==> src/rtl/loco_pkg.sv <==
// Shared constants and state encodings for the LOCO-I Golomb-Rice code path.
package loco_pkg;

  localparam int QBPP  = 8;
  localparam int LIMIT = 32;
  localparam int ESC_Q = LIMIT - QBPP - 1;
  localparam int KW    = 4;
  localparam int VW    = 16;
  localparam int BUF_W = 32;
  localparam int CNT_W = 6;
  localparam int QW    = 5;

  typedef enum logic [2:0] {
    ST_IDLE  = 3'd0,
    ST_UNARY = 3'd1,
    ST_REM   = 3'd2,
    ST_ESC   = 3'd3,
    ST_OUT   = 3'd4
  } gr_state_e;

endpackage

==> src/rtl/loco_gr_unpacker_if.sv <==
// Byte-stream and symbol-request bundle between the unpacker and its neighbours.
interface loco_gr_unpacker_if;
  import loco_pkg::*;

  logic [7:0]    byte_in;
  logic          byte_valid;
  logic          byte_ready;
  logic          sym_req;
  logic [KW-1:0] k;
  logic          req_ready;
  logic          sym_valid;
  logic [VW-1:0] sym_val;
  logic          sym_esc;
  logic          flush;
  logic          err;

  modport master (
    output byte_in, byte_valid, sym_req, k, flush,
    input  byte_ready, req_ready, sym_valid, sym_val, sym_esc, err
  );

  modport slave (
    input  byte_in, byte_valid, sym_req, k, flush,
    output byte_ready, req_ready, sym_valid, sym_val, sym_esc, err
  );

endinterface

==> src/rtl/loco_bitbuf.sv <==
// MSB-first refill/consume shift buffer: bytes enter below the valid bits,
// consumers take 0..8 bits per cycle from the top.
module loco_bitbuf
  import loco_pkg::*;
(
  input  logic             clk,
  input  logic             rst,
  input  logic             flush_i,
  input  logic [7:0]       byte_i,
  input  logic             byte_valid_i,
  output logic             byte_ready_o,
  input  logic [3:0]       consume_i,
  output logic [7:0]       peek_o,
  output logic [CNT_W-1:0] cnt_o
);

  logic [BUF_W-1:0] buf_q, buf_d;
  logic [CNT_W-1:0] cnt_q, cnt_d;
  logic             en_q;
  logic [BUF_W-1:0] shifted;
  logic [CNT_W-1:0] cnt_sh;

  assign byte_ready_o = en_q && (cnt_q <= CNT_W'(24)) && !flush_i;
  assign peek_o       = buf_q[BUF_W-1 -: 8];
  assign cnt_o        = cnt_q;

  // Bits below cnt are kept zero so the new byte can simply be OR-ed in.
  always_comb begin
    shifted = buf_q << consume_i;
    cnt_sh  = cnt_q - CNT_W'(consume_i);
    buf_d   = shifted;
    cnt_d   = cnt_sh;
    if (byte_valid_i && byte_ready_o) begin
      buf_d = shifted | ({byte_i, 24'h000000} >> cnt_sh);
      cnt_d = cnt_sh + CNT_W'(8);
    end
    if (flush_i) begin
      buf_d = '0;
      cnt_d = '0;
    end
  end

  always_ff @(posedge clk or posedge rst) begin
    if (rst) begin
      buf_q <= '0;
      cnt_q <= '0;
      en_q  <= 1'b0;
    end else begin
      buf_q <= buf_d;
      cnt_q <= cnt_d;
      en_q  <= 1'b1;
    end
  end

endmodule

==> src/rtl/loco_gr_unpacker.sv <==
// Limited-length Golomb-Rice decoder with JPEG-LS escape, one symbol per request.
//   state    | meaning
//   ST_IDLE  | waiting for sym_req, k latched on accept
//   ST_UNARY | counting leading zeros, one bit per cycle
//   ST_REM   | taking k remainder bits, assembling (q << k) | r
//   ST_ESC   | taking QBPP payload bits, value = payload + 1
//   ST_OUT   | one-cycle sym_valid pulse
module loco_gr_unpacker
  import loco_pkg::*;
(
  input logic               clk,
  input logic               rst,
  loco_gr_unpacker_if.slave bus
);

  gr_state_e        state_q, state_d;
  logic [KW-1:0]    k_q, k_d;
  logic [QW-1:0]    q_q, q_d;
  logic [VW-1:0]    val_q, val_d;
  logic             esc_q, esc_d;
  logic             valid_q, valid_d;
  logic             rdy_q, rdy_d;
  logic             err_q, err_d;

  logic [7:0]       peek;
  logic [CNT_W-1:0] cnt;
  logic [3:0]       consume;
  logic [7:0]       rbits;
  logic [VW-1:0]    val_rem;
  logic [VW-1:0]    val_esc;
  logic             rem_ok;
  logic             esc_ok;

  loco_bitbuf u_buf (
    .clk          (clk),
    .rst          (rst),
    .flush_i      (bus.flush),
    .byte_i       (bus.byte_in),
    .byte_valid_i (bus.byte_valid),
    .byte_ready_o (bus.byte_ready),
    .consume_i    (consume),
    .peek_o       (peek),
    .cnt_o        (cnt)
  );

  assign rem_ok  = (cnt >= CNT_W'(k_q));
  assign esc_ok  = (cnt >= CNT_W'(QBPP));
  // A shift of 8 (k = 0) empties the byte, giving r = 0.
  assign rbits   = peek >> (4'd8 - 4'(k_q));
  assign val_rem = (VW'(q_q) << k_q) | VW'(rbits);
  assign val_esc = VW'(peek) + VW'(1);

  always_comb begin
    consume = 4'd0;
    unique case (state_q)
      ST_UNARY: if (cnt != '0) consume = 4'd1;
      ST_REM:   if (rem_ok) consume = 4'(k_q);
      ST_ESC:   if (esc_ok) consume = 4'(QBPP);
      default:  consume = 4'd0;
    endcase
  end

  always_comb begin
    state_d = state_q;
    k_d     = k_q;
    q_d     = q_q;
    val_d   = val_q;
    esc_d   = esc_q;
    err_d   = err_q;
    if (bus.flush) begin
      state_d = ST_IDLE;
      q_d     = '0;
      err_d   = 1'b0;
    end else begin
      unique case (state_q)
        ST_IDLE: begin
          if (bus.sym_req && rdy_q) begin
            k_d = bus.k;
            q_d = '0;
            if (bus.k >= KW'(QBPP)) begin
              err_d   = 1'b1;
              val_d   = '0;
              esc_d   = 1'b0;
              state_d = ST_OUT;
            end else begin
              state_d = ST_UNARY;
            end
          end
        end
        ST_UNARY: begin
          // A zero arriving at the threshold is taken as the escape terminator.
          if (cnt != '0) begin
            if (q_q == QW'(ESC_Q))  state_d = ST_ESC;
            else if (peek[7])       state_d = ST_REM;
            else                    q_d = q_q + QW'(1);
          end
        end
        ST_REM: begin
          if (rem_ok) begin
            val_d   = val_rem;
            esc_d   = 1'b0;
            state_d = ST_OUT;
          end
        end
        ST_ESC: begin
          if (esc_ok) begin
            val_d   = val_esc;
            esc_d   = 1'b1;
            state_d = ST_OUT;
          end
        end
        ST_OUT:  state_d = ST_IDLE;
        default: state_d = ST_IDLE;
      endcase
    end
    valid_d = (state_d == ST_OUT);
    rdy_d   = (state_d == ST_IDLE);
  end

  always_ff @(posedge clk or posedge rst) begin
    if (rst) begin
      state_q <= ST_IDLE;
      k_q     <= '0;
      q_q     <= '0;
      val_q   <= '0;
      esc_q   <= 1'b0;
      valid_q <= 1'b0;
      rdy_q   <= 1'b0;
      err_q   <= 1'b0;
    end else begin
      state_q <= state_d;
      k_q     <= k_d;
      q_q     <= q_d;
      val_q   <= val_d;
      esc_q   <= esc_d;
      valid_q <= valid_d;
      rdy_q   <= rdy_d;
      err_q   <= err_d;
    end
  end

  assign bus.req_ready = rdy_q;
  assign bus.sym_valid = valid_q;
  assign bus.sym_val   = val_q;
  assign bus.sym_esc   = esc_q;
  assign bus.err       = err_q;

endmodule

==> src/flat_wrapper.sv <==
// flat-port wrapper written by rule: the top's interface ports become plain ports
module loco_gr_unpacker_flat import loco_pkg::*;
  (clk, rst, bus_byte_in, bus_byte_valid, bus_sym_req, bus_k, bus_flush, bus_byte_ready, bus_req_ready, bus_sym_valid, bus_sym_val, bus_sym_esc, bus_err);
  loco_gr_unpacker_if bus_i ();
  input logic clk;
  input logic rst;
  input wire logic [$bits(bus_i.byte_in)-1:0] bus_byte_in;
  input wire logic [$bits(bus_i.byte_valid)-1:0] bus_byte_valid;
  input wire logic [$bits(bus_i.sym_req)-1:0] bus_sym_req;
  input wire logic [$bits(bus_i.k)-1:0] bus_k;
  input wire logic [$bits(bus_i.flush)-1:0] bus_flush;
  output wire logic [$bits(bus_i.byte_ready)-1:0] bus_byte_ready;
  output wire logic [$bits(bus_i.req_ready)-1:0] bus_req_ready;
  output wire logic [$bits(bus_i.sym_valid)-1:0] bus_sym_valid;
  output wire logic [$bits(bus_i.sym_val)-1:0] bus_sym_val;
  output wire logic [$bits(bus_i.sym_esc)-1:0] bus_sym_esc;
  output wire logic [$bits(bus_i.err)-1:0] bus_err;
  assign bus_i.byte_in = bus_byte_in;
  assign bus_i.byte_valid = bus_byte_valid;
  assign bus_i.sym_req = bus_sym_req;
  assign bus_i.k = bus_k;
  assign bus_i.flush = bus_flush;
  assign bus_byte_ready = bus_i.byte_ready;
  assign bus_req_ready = bus_i.req_ready;
  assign bus_sym_valid = bus_i.sym_valid;
  assign bus_sym_val = bus_i.sym_val;
  assign bus_sym_esc = bus_i.sym_esc;
  assign bus_err = bus_i.err;
  loco_gr_unpacker u_core (.clk(clk), .rst(rst), .bus(bus_i));
endmodule
==> config.mk <==
export PLATFORM = sky130hd
export DESIGN_NAME = loco_gr_unpacker_flat
export DESIGN_NICKNAME = d
export VERILOG_FILES = /design/src/rtl/loco_pkg.sv /design/src/rtl/loco_gr_unpacker_if.sv /design/src/rtl/loco_bitbuf.sv /design/src/rtl/loco_gr_unpacker.sv /design/src/flat_wrapper.sv
export SDC_FILE = /design/constraint.sdc
export NUM_CORES = 1
export LEC_CHECK = 0
export CAP_MARGIN = 5
export CORE_ASPECT_RATIO = 0.9
export CORE_MARGIN = 3
export CORE_UTILIZATION = 45
export DETAILED_ROUTE_END_ITERATION = 6
export MAX_ROUTING_LAYER = met4
export PLACE_DENSITY_LB_ADDON = 0.3
export RECOVER_POWER = 50
export SLEW_MARGIN = 20
export SYNTH_ARGS = -nofsm -noshare
export SYNTH_HDL_FRONTEND = slang
export SYNTH_SLANG_ARGS = --single-unit
==> constraint.sdc <==
create_clock -name clk -period 5.3 [get_ports clk]
set_input_delay 1.06 -clock clk [delete_from_list [all_inputs] [get_ports clk]]
set_output_delay 1.06 -clock clk [all_outputs]
set_load 0.03 [all_outputs]
---- After elaboration in Yosys (flattened, before gate mapping) ----
Cells that the tools add are included.
W data, S select, Z words.
storage, ports and cells
  flip-flop bits (word level) ............. 71
  output and inout port bits .............. 21
  input port bits ......................... 17
cells by class
  shift operators ......................... 4
  eq/ne operators ......................... 13
  mux-type cells .......................... 37
  bitwise operators ....................... 3
  $lt $le $gt $ge ......................... 4
  add/subtract/negate cells ............... 5
  reductions and logical operators ........ 17
operators by type and width
  operator               number
  $mux W16               4
  $mux W32               2
  $pmux W16 S3           1
  $or A32 B32 Y32        1
  $shl A32 B4 Y32        1
  $shr A32 B6 Y32        1
  $mux W5                5
  $mux W3                8
  $or A16 B8 Y16         1
  $shl A5 B4 Y16         1
  $mux W6                2
  $pmux W3 S4            1
  $pmux W4 S3            1
  $pmux W5 S2            1
  $add A8 B1 Y9 const B  1
  $mux W1                9
  $mux W4                2
  $ne A2 B1 Y1 const B   4
  $shr A8 B4 Y8          1
  $add A6 B4 Y6 const B  1
  $eq A3 B2 Y1 const B   2
  $ge A6 B4 Y1           1
  $ge A6 B4 Y1 const B   1
  $le A6 B5 Y1 const B   1
  20 further kinds       30

---- Depth between registers and ports, before layout ----
  word-level depth ........................ 8
  gate-level depth with buffers ........... 22
  depth with buffers taken out ............ 16

---- Hierarchy ----
A second synthesis with hierarchy kept.
unflattened totals
  cell total of the unflattened synthesis .. 665
  area total of the unflattened synthesis .. 6009.5 um^2
modules (own cells, without submodules)
  module            area each (um^2)  seq. area each (um^2)  times used  cells each
  loco_bitbuf       3642.2            975.9                  1           410
  loco_gr_unpacker  2367.3            800.8                  1           255

---- Worst setup path before layout ----
Ideal clock, no wire load.
  path kind ............................... register to register
  start point ............................. register u_core.u_buf.cnt_q[0], in the netlist u_core.u_buf.cnt_o[0]
  end point ............................... register u_core.u_buf.buf_q[15]
  setup slack ............................. 0.554 ns
  path buffers ............................ 6
  arrival ................................. 4.609 ns
  cell stages (with the launch flop) ...... 23
  setup time .............................. 0.136 ns
  cells stage by stage .................... dfrtp_1 buf_2 inv_1 ha_1 nor3b_1 o21a_1 buf_2 buf_2 nor3_2 clkinv_1 clkbuf_1 ha_1 a211o_1 or2_2 o221ai_1 or3_1 buf_2 clkinv_2 and2_1 buf_2 a32o_1 a22oi_1 a21oi_1
between the ends
  cells in the longest elaborated chain, start to end .. 8
  elaborated cells between the ends (all ways) .. 17
ends and longest elaborated chain
  item                                  RTL line                text
  from (decl)                           loco_bitbuf.sv:18       logic [CNT_W-1:0] cnt_q, cnt_d;
  from (signal assigned)                loco_bitbuf.sv:50       cnt_q <= cnt_d;
  $ge A6 B4 Y1 (tied with other cells)  loco_gr_unpacker.sv:46  assign rem_ok = (cnt >= CNT_W'(k_q));
  $mux W4 (tied with other cells)       loco_gr_unpacker.sv:57  ST_REM: if (rem_ok) consume = 4'(k_q);
  $pmux W4 S3                           loco_gr_unpacker.sv:55  unique case (state_q)
  $sub A6 B4 Y6                         loco_bitbuf.sv:30       cnt_sh = cnt_q - CNT_W'(consume_i);
  $shr A32 B6 Y32                       loco_bitbuf.sv:34       buf_d = shifted | ({byte_i, 24'h000000} >> cnt_sh);
  $or A32 B32 Y32                       loco_bitbuf.sv:34
  $mux W32 *                            loco_bitbuf.sv:33       if (byte_valid_i && byte_ready_o) begin
  $mux W32 *                            loco_bitbuf.sv:37       if (flush_i) begin
  via u_core.u_buf.buf_d[15]            loco_bitbuf.sv:17       logic [BUF_W-1:0] buf_q, buf_d;
  to (signal assigned)                  loco_bitbuf.sv:49       buf_q <= buf_d;
  to (decl)                             loco_bitbuf.sv:17
The timed path passes the listed nets; every way through them passes the cells marked *.
A chain may end at the register's enable or synchronous reset.

---- Worst setup path in the final report ----
  start point ............................. register u_core.k_q[2]
  end point ............................... register u_core.u_buf.buf_q[21]
between the ends
  cells in the longest elaborated chain, start to end .. 8
  elaborated cells between the ends (all ways) .. 9
ends and longest elaborated chain
  item                        RTL line                 text
  from (decl)                 loco_gr_unpacker.sv:17   logic [KW-1:0] k_q, k_d;
  from (signal assigned)      loco_gr_unpacker.sv:132  k_q <= k_d;
  $ge A6 B4 Y1                loco_gr_unpacker.sv:46
  $mux W4 *                   loco_gr_unpacker.sv:57
  $pmux W4 S3 *               loco_gr_unpacker.sv:55
  $sub A6 B4 Y6               loco_bitbuf.sv:30
  $shr A32 B6 Y32             loco_bitbuf.sv:34
  $or A32 B32 Y32             loco_bitbuf.sv:34
  $mux W32 *                  loco_bitbuf.sv:33
  $mux W32 *                  loco_bitbuf.sv:37
  via u_core.u_buf.buf_d[21]  loco_bitbuf.sv:17
Marked as above.

==> metrics.cfg <==
[synth]
synth_commonest_cells = nand2_1, mux2i_1, dfrtp_1
yosysUniqueCellTypes = 73
postSynthCellCount = 704
synth_area_leaders = dfrtp_1, mux2i_1, nand2_1
yosysTopAreaCellShare = 0.2954
ys.flop_type = dfrtp_1
synthArstFlopShare = 1.000
yosysSeqAreaShare = 0.2954
synth_largest_area_cell = dfrtp_1
yosysWarnings = 0
synth_edf_count = 0
synth_area_per_cell_sq_um = 8.543
yosysMostFrequentCell = nand2_1
syn_area_sq_um = 6015
syn_nets = 733
synth-seq-cells = 71

[clocking]
clk_pin_slew_ns = 0.07
cts-resized-gates = 0
numCtsBuffers = 9
cts-htree-levels = 3
cts_hold_buf = 0
clock_latency_ns = 0.35
clk_path_buf_depth = 2
clock_sinks = 71
cts_tree = yes
root_buffer = clkbuf_16
post_cts_buffers = 0

[cells_and_area]
nNetsFinal = 756
drive_above_1_share = 0.1175
area_growth_pct = 13.23
seqCellArea_sq_um = 1777
fill_cells = 1235
multi_input_area_sq_um = 3943
num_antenna_cells = 0

[routing]
drtPass1Iterations = 5
drt_iter0_markers = 658
wl_um = 20320
drtAntennaViolNets = 0
drc = 0
wl_per_cell_um = 22.68
vias = 5854
via_per_inst = 6.533

[min_path]
hold_path_class = reg -> reg

[job]
maxCapViolCount = 2

[critical_path]
cp_max_fo = 12
critical_path_class = reg -> reg
arrival_ns = 4.80
end_kind = flip-flop
critPathRequiredTime_ns = 5.52
cp-start-kind = flip-flop

[timing]
slew-limit-headroom = -0.4329
min_period_over_period = 0.8634
setup_tns_ns = 0
rsz0062_at_grt = no
fin_skew_ns = 0.009559
worst-slew-pin-transition_ns = 2.138
timing.fmax_mhz = 218.5
drv_slew = 74
hold_slack_ns = 0.4705
finalSetupViolCount = 0
period_minus_slack_ns = 4.576
report.final.hold_viol_count = 0

[power]
p_leak_nw = 2.793
peakVddDrop_uv = 226.0
power_density_nw_per_um2 = 369.3

[floorplan]
rows = 39
ioPinCount = 38
die_y_um = 115.7
die_x_um = 127.9
dieArea_sq_um = 14790
start_util = 0.4669
core-area_sq_um = 12880

[place]
gp_congestion = 1.025
dpl.hpwl_um = 15410
place.port_buffers = 37

[global_route]
grt_first_pass_wirelength_um = 32110
grt_overflow = 0
antenna_found_initial = 0
grt_pass1_vias = 5535
grt_use_total = 0.2898
grt_max_degree = 45

[run_status]
violations = capacitance limit, slew limit
status = complete, but fails checks

metal layers:
layer  GRT usage  vias up  part of all wire
met1      0.4175     2855              0.47
met5           -        -                 0
li1            -     2678                 -
met3     0.08065       28             0.092
met2      0.4103      293              0.43
met4     0.05375        0             0.011
stage by stage:
stage	cells	util	power (W)	setup slack [ns]	instance area, sq um
after floorplan	704	-	0.001558	0.5544	6015
after global placement	880	0.5082	0.001902	0.8859	6546
after CTS	896	0.5293	0.002492	0.9033	6819
final	896	0.5287	0.002515	0.7239	6810
after detailed placement	880	0.5082	0.001904	0.9303	6546
after global routing	896	0.5287	0.002658	0.5144	6810
layout by cell type (no fill, tap or decap), types with 9 or more instances in the layout:
cell type	netlist	routed
dlygate4sd3_1	0	10
clkbuf_16	0	9
a22oi_1	23	23
clkdlybuf4s50_1	0	27
ha_1	11	11
buf_4	3	23
nor2_1	55	55
o211ai_1	16	16
a21oi_1	35	35
nand3_1	30	30
mux2_2	22	22
o21ai_0	33	33
nor3_1	22	21
inv_1	13	12
dfrtp_1	71	71
mux2i_1	78	78
nand2_1	84	84
o31ai_1	9	9
kinds of logic after synthesis:
logic type,synth area share
compound gates,0.2255
xor+xnor,0.02330
fa+ha+maj,0.02621
buf+inv,0.04889
flops,0.2954
mux,0.1960
other cells,0.0006235
simple gates,0.1841
final cells by class:
| type | count | share of cell area |
|---|---|---|
| clock buffers | 10 | 0.03362 |
| inverters | 17 | 0.009737 |
| well taps | 164 | 0.03013 |
| clock inverters | 6 | 0.006430 |
| repair buffers | 61 | 0.08029 |
| multi-input cells | 567 | 0.5789 |
| flip-flops and latches | 71 | 0.2609 |
state kept, by name, summed over array words and instances (netlist names):
register and flops:
u_core.bus.err 1, u_core.bus.req_ready 1, u_core.bus.sym_esc 1, u_core.bus.sym_val 16, u_core.bus.sym_valid 1, u_core.k_q 4, u_core.q_q 5, u_core.state_q 3
u_core.u_buf.buf_q 32, u_core.u_buf.cnt_o 6, u_core.u_buf.en_q 1
final timing paths:
| check | start | end | slack (ns) | cells after the start |
|---|---|---|---|---|
| setup / recovery | u_core.k_q[2]$_DFFE_PP0P_ | u_core.u_buf.buf_q[21]$_DFF_PP0_ | 0.72 | 16 |
| hold / removal | u_core.bus.sym_val[1]$_DFFE_PP0P_ | u_core.bus.sym_val[1]$_DFFE_PP0P_ | 0.47 | 2 |
| setup reg to reg | u_core.k_q[2]$_DFFE_PP0P_ | u_core.u_buf.buf_q[21]$_DFF_PP0_ | 0.72 | 16 |
| hold reg to reg | u_core.bus.sym_val[1]$_DFFE_PP0P_ | u_core.bus.sym_val[1]$_DFFE_PP0P_ | 0.47 | 2 |
| max in group asynchronous | rst | u_core.u_buf.buf_q[16]$_DFF_PP0_ | 1.32 | 3 |
| min in group asynchronous | rst | u_core.bus.sym_val[12]$_DFFE_PP0P_ | 1.73 | 2 |
worst max-delay path, stage by stage (launching register included):
cell	delay [ns]
dfrtp_1	0.56
clkinv_1	0.33
ha_1	0.37
o211ai_1	0.10
o21a_1	0.23
nor3_2	0.20
clkinv_1	0.13
ha_1	0.37
a211o_1	0.32
or2_2	0.30
nor3_1	0.20
or3_1	0.35
clkinv_2	0.21
and2_1	0.21
buf_4	0.17
a22oi_1	0.28
nand2_1	0.12
power by group:
part / switching [W] / total (W) / internal (W)
Clock: 0.000262 / 0.000581 / 0.000320
Sequential: 0.000104 / 0.000707 / 0.000602
Combinational: 0.000779 / 0.00123 / 0.000448
Power figures use the tool's default switching activity.
